[src/rtl/seq_arith_pkg.sv]
// rtl/seq_arith_pkg.sv - shared types for the sequential-arithmetic blocks
// Purpose: default data width, data word type and the output-queue
//          occupancy states used by the diff decoder and its queue.
// Ports:   none (package).
package seq_arith_pkg;

  localparam int NBITS_DEFAULT = 8;

  typedef logic [NBITS_DEFAULT-1:0] word_t;

  // Queue occupancy doubles as the block's only FSM state.
  typedef enum logic [1:0] {
    CNT_EMPTY = 2'd0,
    CNT_ONE   = 2'd1,
    CNT_FULL  = 2'd2
  } count_e;

endpackage

[src/rtl/seq_arith_2entry_queue.sv]
// rtl/seq_arith_2entry_queue.sv - 2-entry val/rdy FIFO with count-based state
// Purpose: buffers up to two words so producer and consumer stall independently.
//          enq_rdy and deq_val are registered from the next occupancy, so there
//          is no combinational path between the two sides and no bypass.
// Ports:
//   clk, reset          clock, synchronous active-high reset
//   enq_data/val/rdy    write side handshake
//   deq_data/val/rdy    read side handshake; deq_data is 0 while empty
import seq_arith_pkg::*;

module seq_arith_2entry_queue #(
  parameter int nbits = NBITS_DEFAULT
) (
  input  logic             clk,
  input  logic             reset,
  input  logic [nbits-1:0] enq_data,
  input  logic             enq_val,
  output logic             enq_rdy,
  output logic [nbits-1:0] deq_data,
  output logic             deq_val,
  input  logic             deq_rdy
);

  logic [nbits-1:0] mem_q [2];
  logic [nbits-1:0] mem_d [2];
  logic             wr_ptr_q, wr_ptr_d;
  logic             rd_ptr_q, rd_ptr_d;
  count_e           count_q, count_d;
  logic             enq_rdy_q, enq_rdy_d;
  logic             deq_val_q, deq_val_d;
  logic             push, pop;

  always_comb begin
    push     = enq_val && enq_rdy_q;
    pop      = deq_val_q && deq_rdy;
    mem_d    = mem_q;
    wr_ptr_d = wr_ptr_q;
    rd_ptr_d = rd_ptr_q;
    count_d  = count_q;

    if (push) begin
      mem_d[wr_ptr_q] = enq_data;
      wr_ptr_d        = ~wr_ptr_q;
    end
    if (pop) begin
      rd_ptr_d = ~rd_ptr_q;
    end

    // Push+pop together leaves the count unchanged (only reachable in ONE).
    case ({push, pop})
      2'b10:   count_d = (count_q == CNT_EMPTY) ? CNT_ONE : CNT_FULL;
      2'b01:   count_d = (count_q == CNT_FULL) ? CNT_ONE : CNT_EMPTY;
      default: count_d = count_q;
    endcase

    enq_rdy_d = (count_d != CNT_FULL);
    deq_val_d = (count_d != CNT_EMPTY);
  end

  always_ff @(posedge clk) begin
    if (reset) begin
      mem_q[0]  <= '0;
      mem_q[1]  <= '0;
      wr_ptr_q  <= 1'b0;
      rd_ptr_q  <= 1'b0;
      count_q   <= CNT_EMPTY;
      enq_rdy_q <= 1'b1;
      deq_val_q <= 1'b0;
    end else begin
      mem_q     <= mem_d;
      wr_ptr_q  <= wr_ptr_d;
      rd_ptr_q  <= rd_ptr_d;
      count_q   <= count_d;
      enq_rdy_q <= enq_rdy_d;
      deq_val_q <= deq_val_d;
    end
  end

  assign enq_rdy  = enq_rdy_q;
  assign deq_val  = deq_val_q;
  assign deq_data = deq_val_q ? mem_q[rd_ptr_q] : '0;

endmodule

[src/rtl/seq_arith_8b_diff_decoder.sv]
// rtl/seq_arith_8b_diff_decoder.sv - recovers increments from a running-sum stream
// Purpose: out[n] = in_[n] - in_[n-1] (mod 2^nbits), previous sum 0 after reset,
//          with a 2-entry output buffer between the subtractor and the consumer.
// Ports:
//   clk, reset            clock, synchronous active-high reset
//   in_, in_val, in_rdy   running-sum input handshake
//   out, out_val, out_rdy recovered-increment output handshake
import seq_arith_pkg::*;

module seq_arith_8b_diff_decoder #(
  parameter int nbits = NBITS_DEFAULT
) (
  input  logic             clk,
  input  logic             reset,
  input  logic [nbits-1:0] in_,
  input  logic             in_val,
  output logic             in_rdy,
  output logic [nbits-1:0] out,
  output logic             out_val,
  input  logic             out_rdy
);

  logic [nbits-1:0] prev_sum_q, prev_sum_d;
  logic [nbits-1:0] diff;
  logic             in_xfer;

  always_comb begin
    in_xfer    = in_val && in_rdy;
    diff       = in_ - prev_sum_q;  // wraps modulo 2^nbits
    prev_sum_d = in_xfer ? in_ : prev_sum_q;
  end

  always_ff @(posedge clk) begin
    if (reset) begin
      prev_sum_q <= '0;
    end else begin
      prev_sum_q <= prev_sum_d;
    end
  end

  seq_arith_2entry_queue #(.nbits(nbits)) u_queue (
    .clk      (clk),
    .reset    (reset),
    .enq_data (diff),
    .enq_val  (in_val),
    .enq_rdy  (in_rdy),
    .deq_data (out),
    .deq_val  (out_val),
    .deq_rdy  (out_rdy)
  );

endmodule

[config.mk]
export PLATFORM = sky130hd
export DESIGN_NAME = seq_arith_8b_diff_decoder
export DESIGN_NICKNAME = d
export VERILOG_FILES = /design/src/rtl/seq_arith_pkg.sv /design/src/rtl/seq_arith_2entry_queue.sv /design/src/rtl/seq_arith_8b_diff_decoder.sv
export SDC_FILE = /design/constraint.sdc
export NUM_CORES = 1
export LEC_CHECK = 0
export ABC_CLOCK_PERIOD_IN_PS = 2660
export CAP_MARGIN = 0
export CELL_PAD_IN_SITES_DETAIL_PLACEMENT = 0
export CELL_PAD_IN_SITES_GLOBAL_PLACEMENT = 1
export CORE_MARGIN = 2
export CORE_UTILIZATION = 41
export CTS_CLUSTER_DIAMETER = 30
export DETAILED_ROUTE_END_ITERATION = 8
export GPL_TIMING_DRIVEN = 0
export MAX_ROUTING_LAYER = met4
export PLACE_DENSITY_LB_ADDON = 0.1
export SETUP_SLACK_MARGIN = 0.2
export SLEW_MARGIN = 40
export SYNTH_ARGS = -nofsm -noshare
export SYNTH_HDL_FRONTEND = slang
export SYNTH_SLANG_ARGS = --single-unit
[constraint.sdc]
create_clock -name clk -period 2.66 [get_ports clk]
set_clock_uncertainty 0.05 [all_clocks]
set_input_delay 0.665 -clock clk [delete_from_list [all_inputs] [get_ports clk]]
set_output_delay 0.665 -clock clk [all_outputs]
set_load 0.01 [all_outputs]
==> flow_summary.toml <==
[logic_synthesis]
synth_largest_area_cell = "dfxtp_1"
postSynthCellCount = 205
syn_avg_cell_area_um2 = 8.343
synth.net_count = 227
yosysWarningCount = 0
synth_top_cells_by_area = "dfxtp_1 35%, nand2_1 7.2%, ha_1 6.6%"
synth.ff_latch_count = 30
synth_seq_area_share = 0.3511
synth_top_area_frac = 0.3511
synthDistinctLibCells = 41
syn_area_um2 = 1710

[cells_and_area]
areaGrowthSynthToFinish_pct = 24.14
numnets_final = 257
antennaDiodeCount = 0
fin_area_um2 = 2123
final_cell_count_no_fill = 285
final_layout_size_suffix_gt1_frac = 0.1234
nFillCells = 392

[grt]
grt_max_degree = 11
grt_remaining_overflow = 0
first_pass_grt_wire_length_um = 6099
antenna_found_initial = 0
gr_usage_total = 0.1846
grt_pass1_vias = 1356

[critical_path]
cp_data_required_time_ns = 2.82
worst-path-buf-inv = 3
crit_fanout = 2
cp.arrival_ns = 2.54
path_delay_family = "compound AO/OA/AOI/OAI gates"
cpPeakStageDelay_ns = 0.39
cpMaxStageDelayCell = "a2111o_1"
worst_setup_path_end_kind = "register"
crit_type = "in -> reg"
timing.critical_path.cells = "clkdlybuf4s15_2 -> inv_2 -> ha_4 -> inv_2 -> fa_2 -> a211o_1 -> a2111o_1 -> o311a_4 -> o31ai_4"
worstSetupStartpointType = "primary input"
cp_common_cell = "inv_2"

[sta]
achievable-frequency_ghz = 0.4195
timing.final.hold_violations = 0
setup_viol = 0
slew_headroom = 0.6452
period_needed_ns = 2.384
period_share = 0.8962
grt_setup_unrepaired = "no"
fin_tns_setup_ns = 0
worst_slew_pin_slew_ns = 0.5321
timing_max_transition_violations_final = 0

[clocking]
tritoncts = "built"
clock_insertion_delay_worst_skew_ns = 0.29
root_buffer = "clkbuf_8"
holdBufCountCts = 0
cts_num_sinks = 30
clockBufferDepth = 2
htreeDepth = 2
cts_made_buffers = 5
cts.clk_slew.worst_paths_ns = 0.07

[routing]
num_vias = 1492
wirelength_um = 3758
antenna_left = 0
drt_pre_antenna_iters = 4
post_drt_via_cell_ratio = 5.235
route.detailed.wl_per_inst_um = 13.19
detail_route.drc_violations = 0
dr.first_iter.drc_count = 66

[job]
max-cap-violations = 0

[die]
fp.dieH_um = 68.59
die_w_um = 68.59
dieArea_um2 = 4705
std_cell_rows = 23
core_area_um2 = 4000
start_util = 0.4276
pin_count = 22

[placement]
place.detailed.hpwl_um = 2882
numPlacedInstances = 276
detailed_place.area_um2 = 1983
gp_congestion = 0.7438
port-buffer-count = 21

[power]
finalPower_mw = 1.128
p_leak_nw = 0.8043
ir_worst_vdd_v = 0.0002478
power_density_nw_per_um2 = 531.2

[min_path]
min-delay-path-class = "reg -> reg"

[outcome]
outcome = "finished clean"
[timing repair]
action                     4_1_cts  5_1_grt
setup endpoints to repair       12        8
resized for setup               15        4
buffers inserted                 2        0
pin swaps                        5        1
[metal layers]
layer / vias to the layer above / share of wire / GRT usage
met5: - / 0 / -
met4: 0 / 0.025 / 0.09500
met3: 11 / 0.034 / 0.04058
met2: 27 / 0.46 / 0.2873
met1: 677 / 0.48 / 0.2238
li1: 777 / - / -
[cells in the mapped netlist (all sizes together)]
library cell	count
or4	4
a21o	3
clkbuf	7
o31ai	2
a21oi	21
dfxtp	30
buf	3
or3	2
and2	1
nor2	6
o22ai	1
o21ai	7
xnor2	2
mux2i	9
nor3b	1
o311a	1
nand3	9
or2	1
a2111o	1
nand2b	2
fa	1
a211o	2
nor2b	10
and3b	2
o21a	1
clkinv	1
nor3	5
inv	12
ha	9
xor2	1
and3	1
a211oi	5
nand3b	8
nand2	33
a311oi	1
[state kept, by name, indices dropped and copies added (netlist names)]
name              count
u_queue.enq_rdy       1
u_queue.count_q       2
u_queue.rd_ptr_q      1
u_queue.mem_q        16
prev_sum_q            8
u_queue.deq_val       1
u_queue.wr_ptr_q      1
[final timing paths]
| kind | start | to | slack, ns | cells past startpoint |
|---|---|---|---|---|
| worst max-delay path | in_[0] | u_queue.mem_q[6]$_SDFFE_PP0P_ | 0.28 | 9 |
| worst min register to register | u_queue.mem_q[4]$_SDFFE_PP0P_ | u_queue.mem_q[4]$_SDFFE_PP0P_ | 0.40 | 2 |
| worst min-delay path | u_queue.mem_q[4]$_SDFFE_PP0P_ | u_queue.mem_q[4]$_SDFFE_PP0P_ | 0.40 | 2 |
| worst max register to register | prev_sum_q[0]$_SDFFE_PP0N_ | u_queue.mem_q[6]$_SDFFE_PP0P_ | 0.53 | 7 |
[cells by family (layout without fill, tap and decap cells)]
logic type	after synthesis	after routing	share of synthesized area
flip-flops	30	30	0.3511
AO/OA/AOI/OAI	45	45	0.1697
adder cells (fa/ha/maj)	10	10	0.07754
buffers and inverters	23	53	0.07388
XOR/XNOR	3	3	0.01536
AND/OR/NAND/NOR	85	85	0.2597
multiplexers	9	9	0.05267
[report_power, final]
part | leakage [nW] | internal, mW | switching, mW | total, mW
combinational | 0.514 | 0.131 | 0.143 | 0.273
sequential | 0.246 | 0.484 | 0.0231 | 0.507
clock | 0.0438 | 0.175 | 0.172 | 0.347
total | 0.804 | 0.790 | 0.338 | 1.13
[final cells by class]
class,instances,area (um^2),area share
Buffer,10,83.83,0.03948
Sequential cell,30,600.6,0.2829
Clock buffer,5,68.82,0.03241
Timing Repair Buffer,23,226.5,0.1067
Multi-Input combinational cell,152,1017,0.4791
Tap cell,50,62.56,0.02946
Clock inverter,2,10.01,0.004714
Inverter,13,53.80,0.02534
[placed cells by master, fill, tap and decap left out, types with 3 or more instances in the layout]
cell type / Yosys / final
o21ai_0: 7 / 7
nand3b_1: 8 / 8
a211oi_1: 5 / 5
nor2_1: 6 / 6
buf_4: 0 / 3
dfxtp_1: 30 / 30
nor3_1: 5 / 5
a21oi_1: 21 / 21
ha_1: 9 / 8
inv_1: 12 / 10
clkbuf_1: 5 / 4
nand3_1: 8 / 8
mux2i_1: 9 / 9
nand2_1: 33 / 33
clkbuf_8: 2 / 7
or4_1: 4 / 4
clkdlybuf4s50_1: 0 / 17
nor2b_1: 10 / 10
[tightest hold or removal path: stages (launching register included)]
cell     delay [ns]
dfxtp_1        0.31
nand2_1        0.05
a21oi_1        0.05
[through the flow]
| stage | utilization | hold slack, ns | worst slack (ns) |
|---|---|---|---|
| floorplan | - | 0.3857 | 0.2892 |
| global placement | 0.4958 | 0.3928 | -0.2637 |
| detailed placement | 0.4958 | 0.3981 | -0.3460 |
| CTS | 0.5274 | 0.4071 | 0.2233 |
| global route | 0.5308 | 0.4307 | 0.2318 |
| finish | 0.5308 | 0.4041 | 0.2760 |
Power figures use the tool's default switching activity.
